==> src/rtl/ycr_tapc_os_if.sv <==
// Chain interface between the oversampled TAP controller and the Debug Module Interface.
// master = TAP controller side, slave = DMI side.
interface ycr_tapc_os_if;
    logic       tapc2dmi_ch_sel_o;
    logic [1:0] tapc2dmi_ch_id_o;
    logic       tapc2dmi_ch_capture_o;
    logic       tapc2dmi_ch_shift_o;
    logic       tapc2dmi_ch_update_o;
    logic       tapc2dmi_ch_tdi_o;
    logic       dmi2tapc_ch_tdo_i;

    modport master (
        output tapc2dmi_ch_sel_o, tapc2dmi_ch_id_o, tapc2dmi_ch_capture_o,
               tapc2dmi_ch_shift_o, tapc2dmi_ch_update_o, tapc2dmi_ch_tdi_o,
        input  dmi2tapc_ch_tdo_i
    );

    modport slave (
        input  tapc2dmi_ch_sel_o, tapc2dmi_ch_id_o, tapc2dmi_ch_capture_o,
               tapc2dmi_ch_shift_o, tapc2dmi_ch_update_o, tapc2dmi_ch_tdi_o,
        output dmi2tapc_ch_tdo_i
    );
endinterface

==> src/rtl/ycr_tapc_os.sv <==
// Oversampled IEEE 1149.1 TAP controller on the core clock, driving the DMI chain interface.
// TCK edges are found by comparing the synchronised TCK with its registered copy.
//
// state       | meaning
// ST_TLR      | Test-Logic-Reset, IR held at IDCODE
// ST_RTI      | Run-Test/Idle
// ST_SEL_DR   | Select-DR-Scan
// ST_CAP_DR   | Capture-DR: load IDCODE / clear bypass / chain capture pulse
// ST_SH_DR    | Shift-DR: shift selected DR, TDO driven
// ST_EX1_DR   | Exit1-DR
// ST_PAU_DR   | Pause-DR
// ST_EX2_DR   | Exit2-DR
// ST_UPD_DR   | Update-DR: chain update pulse on TCK fall
// ST_SEL_IR   | Select-IR-Scan
// ST_CAP_IR   | Capture-IR: ir_shift <= 5'b00001
// ST_SH_IR    | Shift-IR: shift IR, TDO driven
// ST_EX1_IR   | Exit1-IR
// ST_PAU_IR   | Pause-IR
// ST_EX2_IR   | Exit2-IR
// ST_UPD_IR   | Update-IR: IR loaded on TCK fall
module ycr_tapc_os #(
    parameter logic [31:0] YCR_TAP_IDCODE = 32'hDEB11001
) (
    input  logic                 clk,
    input  logic                 rst,
    input  logic                 tck_sync_i,
    input  logic                 tms_sync_i,
    input  logic                 tdi_sync_i,
    output logic                 tdo_o,
    output logic                 tdo_en_o,
    ycr_tapc_os_if.master        dmi
);
    localparam int unsigned YCR_TAP_IR_WIDTH = 5;

    localparam logic [YCR_TAP_IR_WIDTH-1:0] IR_IDCODE = 5'h01;
    localparam logic [YCR_TAP_IR_WIDTH-1:0] IR_DTMCS  = 5'h10;
    localparam logic [YCR_TAP_IR_WIDTH-1:0] IR_DMI    = 5'h11;

    typedef enum logic [3:0] {
        ST_TLR, ST_RTI,
        ST_SEL_DR, ST_CAP_DR, ST_SH_DR, ST_EX1_DR, ST_PAU_DR, ST_EX2_DR, ST_UPD_DR,
        ST_SEL_IR, ST_CAP_IR, ST_SH_IR, ST_EX1_IR, ST_PAU_IR, ST_EX2_IR, ST_UPD_IR
    } tap_state_e;

    tap_state_e                  state_q, state_d;
    logic                        tck_q;
    logic [YCR_TAP_IR_WIDTH-1:0] ir_q;
    logic [YCR_TAP_IR_WIDTH-1:0] ir_shift_q;
    logic [31:0]                 idcode_sr_q;
    logic                        bypass_q;
    logic                        tdo_q, tdo_en_q;
    logic                        capture_q, shift_q, update_q, ch_tdi_q;
    logic                        rise, fall;
    logic                        ch_sel, is_idcode;

    assign rise      = tck_sync_i & ~tck_q;
    assign fall      = ~tck_sync_i & tck_q;
    assign ch_sel    = (ir_q == IR_DTMCS) || (ir_q == IR_DMI);
    assign is_idcode = (ir_q == IR_IDCODE);

    always_comb begin
        state_d = state_q;
        unique case (state_q)
            ST_TLR:    state_d = tms_sync_i ? ST_TLR    : ST_RTI;
            ST_RTI:    state_d = tms_sync_i ? ST_SEL_DR : ST_RTI;
            ST_SEL_DR: state_d = tms_sync_i ? ST_SEL_IR : ST_CAP_DR;
            ST_CAP_DR: state_d = tms_sync_i ? ST_EX1_DR : ST_SH_DR;
            ST_SH_DR:  state_d = tms_sync_i ? ST_EX1_DR : ST_SH_DR;
            ST_EX1_DR: state_d = tms_sync_i ? ST_UPD_DR : ST_PAU_DR;
            ST_PAU_DR: state_d = tms_sync_i ? ST_EX2_DR : ST_PAU_DR;
            ST_EX2_DR: state_d = tms_sync_i ? ST_UPD_DR : ST_SH_DR;
            ST_UPD_DR: state_d = tms_sync_i ? ST_SEL_DR : ST_RTI;
            ST_SEL_IR: state_d = tms_sync_i ? ST_TLR    : ST_CAP_IR;
            ST_CAP_IR: state_d = tms_sync_i ? ST_EX1_IR : ST_SH_IR;
            ST_SH_IR:  state_d = tms_sync_i ? ST_EX1_IR : ST_SH_IR;
            ST_EX1_IR: state_d = tms_sync_i ? ST_UPD_IR : ST_PAU_IR;
            ST_PAU_IR: state_d = tms_sync_i ? ST_EX2_IR : ST_PAU_IR;
            ST_EX2_IR: state_d = tms_sync_i ? ST_UPD_IR : ST_SH_IR;
            ST_UPD_IR: state_d = tms_sync_i ? ST_SEL_DR : ST_RTI;
            default:   state_d = ST_TLR;
        endcase
    end

    always_ff @(posedge clk) begin
        if (rst) begin
            state_q     <= ST_TLR;
            tck_q       <= 1'b0;
            ir_q        <= IR_IDCODE;
            ir_shift_q  <= '0;
            idcode_sr_q <= '0;
            bypass_q    <= 1'b0;
            tdo_q       <= 1'b0;
            tdo_en_q    <= 1'b0;
            capture_q   <= 1'b0;
            shift_q     <= 1'b0;
            update_q    <= 1'b0;
            ch_tdi_q    <= 1'b0;
        end else begin
            tck_q     <= tck_sync_i;
            capture_q <= 1'b0;
            shift_q   <= 1'b0;
            update_q  <= 1'b0;

            // Rise-cycle actions act on the state being left.
            if (rise) begin
                state_q <= state_d;
                unique case (state_q)
                    ST_CAP_IR: ir_shift_q <= 5'b00001;
                    ST_SH_IR:  ir_shift_q <= {tdi_sync_i, ir_shift_q[YCR_TAP_IR_WIDTH-1:1]};
                    ST_CAP_DR: begin
                        idcode_sr_q <= YCR_TAP_IDCODE;
                        bypass_q    <= 1'b0;
                        capture_q   <= ch_sel;
                    end
                    ST_SH_DR: begin
                        idcode_sr_q <= {tdi_sync_i, idcode_sr_q[31:1]};
                        bypass_q    <= tdi_sync_i;
                        shift_q     <= ch_sel;
                        ch_tdi_q    <= tdi_sync_i;
                    end
                    default: ;
                endcase
            end

            // Fall cycles drive TDO and commit updates, giving the chain time to settle.
            if (fall) begin
                tdo_en_q <= (state_q == ST_SH_IR) || (state_q == ST_SH_DR);
                unique case (state_q)
                    ST_SH_IR:  tdo_q <= ir_shift_q[0];
                    ST_SH_DR: begin
                        if (ch_sel)         tdo_q <= dmi.dmi2tapc_ch_tdo_i;
                        else if (is_idcode) tdo_q <= idcode_sr_q[0];
                        else                tdo_q <= bypass_q;
                    end
                    ST_UPD_IR: ir_q     <= ir_shift_q;
                    ST_UPD_DR: update_q <= ch_sel;
                    default: ;
                endcase
            end

            if (state_q == ST_TLR) begin
                ir_q <= IR_IDCODE;
            end
        end
    end

    assign tdo_o    = tdo_q;
    assign tdo_en_o = tdo_en_q;

    assign dmi.tapc2dmi_ch_sel_o     = ch_sel;
    assign dmi.tapc2dmi_ch_id_o      = (ir_q == IR_DTMCS) ? 2'd1 :
                                       (ir_q == IR_DMI)   ? 2'd2 : 2'd0;
    assign dmi.tapc2dmi_ch_capture_o = capture_q;
    assign dmi.tapc2dmi_ch_shift_o   = shift_q;
    assign dmi.tapc2dmi_ch_update_o  = update_q;
    assign dmi.tapc2dmi_ch_tdi_o     = ch_tdi_q;
endmodule

==> src/flat_wrapper.sv <==
// flat-port wrapper written by rule: the top's interface ports become plain ports
module ycr_tapc_os_flat 
#(
    parameter logic [31:0] YCR_TAP_IDCODE = 32'hDEB11001
)
  (clk, rst, tck_sync_i, tms_sync_i, tdi_sync_i, tdo_o, tdo_en_o, dmi_tapc2dmi_ch_sel_o, dmi_tapc2dmi_ch_id_o, dmi_tapc2dmi_ch_capture_o, dmi_tapc2dmi_ch_shift_o, dmi_tapc2dmi_ch_update_o, dmi_tapc2dmi_ch_tdi_o, dmi_dmi2tapc_ch_tdo_i);
  ycr_tapc_os_if dmi_i ();
  input  logic clk;
  input  logic rst;
  input  logic tck_sync_i;
  input  logic tms_sync_i;
  input  logic tdi_sync_i;
  output logic tdo_o;
  output logic tdo_en_o;
  output wire logic [$bits(dmi_i.tapc2dmi_ch_sel_o)-1:0] dmi_tapc2dmi_ch_sel_o;
  output wire logic [$bits(dmi_i.tapc2dmi_ch_id_o)-1:0] dmi_tapc2dmi_ch_id_o;
  output wire logic [$bits(dmi_i.tapc2dmi_ch_capture_o)-1:0] dmi_tapc2dmi_ch_capture_o;
  output wire logic [$bits(dmi_i.tapc2dmi_ch_shift_o)-1:0] dmi_tapc2dmi_ch_shift_o;
  output wire logic [$bits(dmi_i.tapc2dmi_ch_update_o)-1:0] dmi_tapc2dmi_ch_update_o;
  output wire logic [$bits(dmi_i.tapc2dmi_ch_tdi_o)-1:0] dmi_tapc2dmi_ch_tdi_o;
  input wire logic [$bits(dmi_i.dmi2tapc_ch_tdo_i)-1:0] dmi_dmi2tapc_ch_tdo_i;
  assign dmi_tapc2dmi_ch_sel_o = dmi_i.tapc2dmi_ch_sel_o;
  assign dmi_tapc2dmi_ch_id_o = dmi_i.tapc2dmi_ch_id_o;
  assign dmi_tapc2dmi_ch_capture_o = dmi_i.tapc2dmi_ch_capture_o;
  assign dmi_tapc2dmi_ch_shift_o = dmi_i.tapc2dmi_ch_shift_o;
  assign dmi_tapc2dmi_ch_update_o = dmi_i.tapc2dmi_ch_update_o;
  assign dmi_tapc2dmi_ch_tdi_o = dmi_i.tapc2dmi_ch_tdi_o;
  assign dmi_i.dmi2tapc_ch_tdo_i = dmi_dmi2tapc_ch_tdo_i;
  ycr_tapc_os #(.YCR_TAP_IDCODE(YCR_TAP_IDCODE)) u_core (.clk(clk), .rst(rst), .tck_sync_i(tck_sync_i), .tms_sync_i(tms_sync_i), .tdi_sync_i(tdi_sync_i), .tdo_o(tdo_o), .tdo_en_o(tdo_en_o), .dmi(dmi_i));
endmodule
==> config.mk <==
export PLATFORM = sky130hd
export DESIGN_NAME = ycr_tapc_os_flat
export DESIGN_NICKNAME = d
export VERILOG_FILES = /design/src/rtl/ycr_tapc_os_if.sv /design/src/rtl/ycr_tapc_os.sv /design/src/flat_wrapper.sv
export SDC_FILE = /design/constraint.sdc
export NUM_CORES = 1
export LEC_CHECK = 0
export CORE_MARGIN = 5
export CORE_UTILIZATION = 38
export DETAILED_ROUTE_END_ITERATION = 8
export PLACE_DENSITY_LB_ADDON = 0.08
export SLEW_MARGIN = 20
export SYNTH_ARGS = -nofsm -noshare
export SYNTH_HDL_FRONTEND = slang
export SYNTH_SLANG_ARGS = --single-unit
export TNS_END_PERCENT = 1
==> constraint.sdc <==
create_clock -name clk -period 1.8 [get_ports clk]
set_clock_uncertainty 0.15 [all_clocks]
set_input_delay 0.18 -clock clk [delete_from_list [all_inputs] [get_ports clk]]
set_output_delay 0.18 -clock clk [all_outputs]
set_load 0.02 [all_outputs]
==> impl_metrics.env, run 1 <==
export IMPL_holdWs_ns=0.3186
export IMPL_nNetsFinal=293
export IMPL_drive_gt1_frac=0.1806
export IMPL_status="completed"
export IMPL_grt_antenna_before_repair=0
export IMPL_synthArstFlopShare=0
export IMPL_fin_area_um2=2810
export IMPL_drv_cap=0
export IMPL_cts_buffers=5
export IMPL_period_share=0.9474
export IMPL_irDropWorstVdd_v=0.0005593
export IMPL_place_congestion=0.8202
export IMPL_synth_cell_types=46
export IMPL_hold_violations=0
export IMPL_fin_setup_tns_ns=0
export IMPL_max_clock_freq_mhz=586.4
export IMPL_dieArea_um2=7622
export IMPL_worstMarginPinSlew_ns=0.3478
export IMPL_crit_path_start_kind="register"
export IMPL_synth_area_um2=2271
export IMPL_drt_iter0_drc=55
export IMPL_antenna_left=0
export IMPL_htree_levels=2
export IMPL_synth_main_ff_cell="dfxtp_1"
export IMPL_power_static_leakage_nw=1.024
export IMPL_place_hpwl_um=3321
export IMPL_synth_common_cells="54 x dfxtp_1, 41 x nor2_1, 20 x a22oi_1, 19 x nor2b_1, 16 x nor3_1"
export IMPL_postPlaceCellArea_um2=2674
export IMPL_netlist_top_cell_by_area="dfxtp_1"
export IMPL_die_w_um=87.31
export IMPL_n_antenna_cell=0
export IMPL_max_slew_margin_rel=0.7674
export IMPL_wl_per_cell_um=13.48
export IMPL_syn_avg_cell_area_um2=8.906
export IMPL_core_area_um2=5851
export IMPL_grt_max_degree=48
export IMPL_cts_path_max_buffers=2
export IMPL_globalRouteTotalUtil=0.1395
export IMPL_place_ws_ns=-0.04152
export IMPL_num_io_pins=15
export IMPL_avgViaCountPerCell=5.163
export IMPL_wl_um=4892
export IMPL_yosysMostFrequentCell="dfxtp_1"
export IMPL_setup_viol=0
export IMPL_dr_pass1_iters=4
export IMPL_arrival_ns=1.38
export IMPL_min_period_ns=1.705
export IMPL_vias=1874
export IMPL_setup_slack_ns=0.09474
export IMPL_cts_sinks=54
export IMPL_area_growth_pct=23.75
export IMPL_placementRows=28
export IMPL_synth_area_leaders="dfxtp_1 48%, nor2_1 6.8%, a22oi_1 6.6%"
export IMPL_grt_overflow_total=0
export IMPL_cp_end_kind="primary output"
export IMPL_grt_pass1_wl_um=8514
export IMPL_drc_errors=0
export IMPL_initial_core_util=0.3882
export IMPL_crit_type="register to primary output"
export IMPL_grt_pass1_vias=1749
export IMPL_syn_inst=255
export IMPL_synth_edff_count=0
export IMPL_yosysWarnings=0
export IMPL_synth_fp_nets=261
export IMPL_clkTransAtPathRegs_ns=0.10
export IMPL_seq_area_frac_synth=0.4760
export IMPL_cts_tree="built"
export IMPL_crit_fanout=3
export IMPL_die_y_um=87.31
export IMPL_cp_required_ns=1.47
export IMPL_insertion_delay_ns=0.30
export IMPL_hold_class="register to register"
export IMPL_io_buffers=14
export IMPL_slew_viol_final=0
export IMPL_ys_ff_latch=54
export IMPL_rsz0062_at_grt="yes"
export IMPL_clockRootBuffer="clkbuf_8"
export IMPL_yosysTopAreaCellShare=0.4760
export IMPL_power_density_nw_per_um2=775.2
## cell type report
cell class                      count  area [µm²]
Timing Repair Buffer               44       414.1
Inverter                            5       18.77
Multi-Input combinational cell    177        1084
Fill cell                         570        3040
Clock inverter                      3       48.80
Sequential cell                    54        1082
Tap cell                           75       93.84
Clock buffer                        5       68.82
## registers in the layout, summed over array words and instances, names as in the netlist
signal,cells
u_core.bypass_q,1
u_core.dmi.tapc2dmi_ch_capture_o,1
u_core.dmi.tapc2dmi_ch_shift_o,1
u_core.dmi.tapc2dmi_ch_tdi_o,1
u_core.dmi.tapc2dmi_ch_update_o,1
u_core.idcode_sr_q,32
u_core.ir_q,5
u_core.ir_shift_q,5
u_core.state_q,4
u_core.tck_q,1
u_core.tdo_en_o,1
u_core.tdo_o,1
## final timing paths
path                                         from                       to  slack [ns]  cells past startpoint
worst min register to register    u_core.tdo_en_o          u_core.tdo_en_o        0.32                      2
worst max register to register  u_core.state_q[1]             u_core.tdo_o        0.12                      4
worst min-delay path              u_core.tdo_en_o          u_core.tdo_en_o        0.32                      2
worst max-delay path               u_core.ir_q[2]  dmi_tapc2dmi_ch_id_o[0]        0.09                      4
## critical path: stages (launching register included)
cell	delay (ns)
dfxtp_1	0.35
nor3_2	0.23
nand2_1	0.10
nor2_1	0.09
clkdlybuf4s15_1	0.30
## cells by family after synthesis
family	count (synthesis)	synth area share
AND/OR/NAND/NOR	116	0.2650
flip-flops	54	0.4760
buffers and inverters	24	0.05510
XOR/XNOR	1	0.003857
multiplexers	7	0.03306
AO/OA/AOI/OAI	53	0.1669
## report_power, final
group | switching, W | internal (W) | total (W)
Clock | 0.000410 | 0.000424 | 0.000834
Combinational | 0.0000758 | 0.0000599 | 0.000136
Sequential | 0.00000814 | 0.00120 | 0.00121
## metal layers
layer | GRT usage | up-vias | wire, µm
met1 | 0.1905 | 885 | 2368
met2 | 0.2212 | 25 | 2328
li1 | - | 962 | -
met5 | 0 | - | 0
met4 | 0.03766 | 0 | 29
met3 | 0.03122 | 2 | 164
## timing repair
| item | in CTS | in global routing |
|---|---|---|
| resized for setup | 4 | 5 |
| setup buffers | 0 | 0 |
| setup endpoints to repair | 3 | 10 |
| hold buffers | 0 | 0 |
## layout by cell type (no fill, tap or decap), types with 2 or more instances in the layout
cell / n
nand2b_1: 5
nand3_1: 6
nor4_1: 2
a22oi_1: 20
buf_12: 4
a221oi_1: 3
inv_1: 3
clkbuf_8: 5
dfxtp_1: 53
nor2b_1: 19
o211ai_1: 2
buf_4: 26
o21ai_0: 4
nand2_1: 15
nor2_1: 41
inv_2: 2
clkdlybuf4s15_1: 2
a31oi_1: 3
nor3_1: 15
a21oi_1: 10
mux2i_1: 6
clkdlybuf4s50_1: 11
## per-stage QoR
step / power, W / util / instances
floorplan: 0.001311 / - / 255
global placement: 0.001371 / 0.4570 / 355
detailed placement: 0.001370 / 0.4570 / 355
CTS: 0.002217 / 0.4773 / 363
global route: 0.002281 / 0.4803 / 363
finish: 0.002178 / 0.4803 / 363
Power figures use the tool's default switching activity.
==> inputs of run 2 (changes only) <==
--- a/config.mk
+++ b/config.mk
@@ -9,6 +9,7 @@
 export CORE_UTILIZATION = 38
 export DETAILED_ROUTE_END_ITERATION = 8
 export PLACE_DENSITY_LB_ADDON = 0.08
+export SETUP_SLACK_MARGIN = 0.05
 export SLEW_MARGIN = 20
 export SYNTH_ARGS = -nofsm -noshare
 export SYNTH_HDL_FRONTEND = slang
==> run 2 against run 1 <==
  * Critical path depth unchanged
  * Utilization down 0.17 points
  * Total power about the same
  * First-iteration DRC count up 13%
  * Largest power group unchanged
  * Routed wire length down 0.25%
  * Largest cell class is now flip-flops and latches
==> impl_metrics.env, run 2 (synthesis results as in run 1) <==
export IMPL_vias=1880
export IMPL_hold_violations=0
export IMPL_regMostFlops="u_core.idcode_sr_q"
export IMPL_cp_end_kind="register"
export IMPL_grt_max_degree=48
export IMPL_core_area_um2=5851
export IMPL_max_clock_freq_mhz=597.3
export IMPL_met3_length_um=145
export IMPL_cts_tree="built"
export IMPL_drc_errors=0
export IMPL_reg_top3="u_core.idcode_sr_q x32, u_core.ir_q x5, u_core.ir_shift_q x5"
export IMPL_wl_met1_um=2388
export IMPL_initial_core_util=0.3882
export IMPL_slowest_stage="or4b_4"
export IMPL_cts_buffers=5
export IMPL_nFillCells=572
export IMPL_worstMarginPinSlew_ns=0.3478
export IMPL_setup_viol=0
export IMPL_fin_area_um2=2800
export IMPL_power_static_leakage_nw=1.022
export IMPL_cts_hold_buffers=0
export IMPL_area_growth_pct=23.31
export IMPL_grt_pass1_wl_um=8514
export IMPL_seq_area_um2=1086
export IMPL_dieArea_um2=7622
export IMPL_max_slew_margin_rel=0.7674
export IMPL_arrival_ns=1.73
export IMPL_rsz0062_at_grt="no"
export IMPL_place_hpwl_um=3321
export IMPL_most_common_layout_cells="50 x dfxtp_1, 41 x nor2_1, 26 x buf_4, 20 x a22oi_1, 19 x nor2b_1"
export IMPL_htree_levels=2
export IMPL_holdWs_ns=0.3190
export IMPL_wl_um=4880
export IMPL_crit_path_cell_trace="or4b_4 > o21ai_2 > nand2b_1 > mux2_4"
export IMPL_drive_gt1_frac=0.2014
export IMPL_crit_type="register to register"
export IMPL_min_period_ns=1.674
export IMPL_io_buffers=14
export IMPL_globalRouteTotalUtil=0.1395
export IMPL_grt_overflow_total=0
export IMPL_multiInputGateArea_um2=1084
export IMPL_drv_cap=0
export IMPL_period_share=0.9301
export IMPL_slowest_delay_ns=0.58
export IMPL_irDropWorstVdd_v=0.0005584
export IMPL_die_w_um=87.31
export IMPL_insertion_delay_ns=0.30
export IMPL_place_congestion=0.8202
export IMPL_avgViaCountPerCell=5.179
export IMPL_crit_fanout=5
export IMPL_n_antenna_cell=0
export IMPL_crit_path_start_kind="register"
export IMPL_largest_reg_flops=32
export IMPL_cts_sinks=54
export IMPL_final_common_cell="dfxtp_1"
export IMPL_drt_iter0_drc=62
export IMPL_routed_wl_met2_um=2315
export IMPL_dr_pass1_iters=4
export IMPL_num_io_pins=15
export IMPL_wl_per_cell_um=13.44
export IMPL_antenna_left=0
export IMPL_nNetsFinal=293
export IMPL_slew_viol_final=0
export IMPL_die_y_um=87.31
export IMPL_clkTransAtPathRegs_ns=0.10
export IMPL_power_density_nw_per_um2=778.6
export IMPL_postPlaceCellArea_um2=2674
export IMPL_clockRootBuffer="clkbuf_8"
export IMPL_power_w=0.002180
export IMPL_r2r_setup_slack_ns=0.13
export IMPL_hold_class="register to register"
export IMPL_grt_antenna_before_repair=0
export IMPL_top_layer="met4"
export IMPL_grt_pass1_vias=1749
export IMPL_cts_path_max_buffers=2
export IMPL_status="completed"
export IMPL_placementRows=28
export IMPL_cp_required_ns=1.85
==> run 2: report_power, final <==
group / internal (W) / leakage, nW / switching [W]
sequential: 0.00120 / 0.437 / 0.00000810
clock: 0.000424 / 0.0563 / 0.000411
combinational: 0.0000600 / 0.529 / 0.0000759
==> run 2: critical path, delay by kind of cell (launching register included) <==
kind             cells  cell delay (ns)
AND/OR/NAND/NOR      2             0.67
AO/OA/AOI/OAI        1             0.08
multiplexers         1             0.30
flip-flops           1             0.37
==> run 2: per-layer routing <==
| metal | GRT usage | vias up |
|---|---|---|
| met5 | 0 | - |
| met4 | 0.03766 | 0 |
| met2 | 0.2212 | 19 |
| met3 | 0.03122 | 2 |
| li1 | - | 966 |
| met1 | 0.1905 | 893 |
==> run 2: per-stage QoR <==
step                std cells    util  setup TNS, ns  setup slack (ns)
floorplan                 255       -              0            0.1342
global placement          355  0.4570       -0.05991          -0.05032
detailed placement        355  0.4570        -0.1284          -0.04152
CTS                       363  0.4775              0           0.05258
global route              363  0.4786              0           0.05349
finish                    363  0.4786              0            0.1258
==> run 2: cell type report <==
cell class | instances | share of cell area
multi-input cells | 177 | 0.3870
inverters | 5 | 0.006702
well taps | 75 | 0.03351
repair buffers | 44 | 0.1430
flip-flops and latches | 54 | 0.3878
clock inverters | 3 | 0.01743
clock buffers | 5 | 0.02458
==> run 2: final timing paths <==
kind                      from  depth (start not counted)              end
max          u_core.state_q[0]                          4     u_core.tdo_o
min            u_core.tdo_en_o                          2  u_core.tdo_en_o
max reg2reg  u_core.state_q[0]                          4     u_core.tdo_o
min reg2reg    u_core.tdo_en_o                          2  u_core.tdo_en_o
==> run 2: what timing repair did <==
action                                  4_1_cts  5_1_grt
pin swaps                                     0        0
setup buffers                                 0        0
gates resized for setup                       5       11
endpoints found under the setup margin        3       36
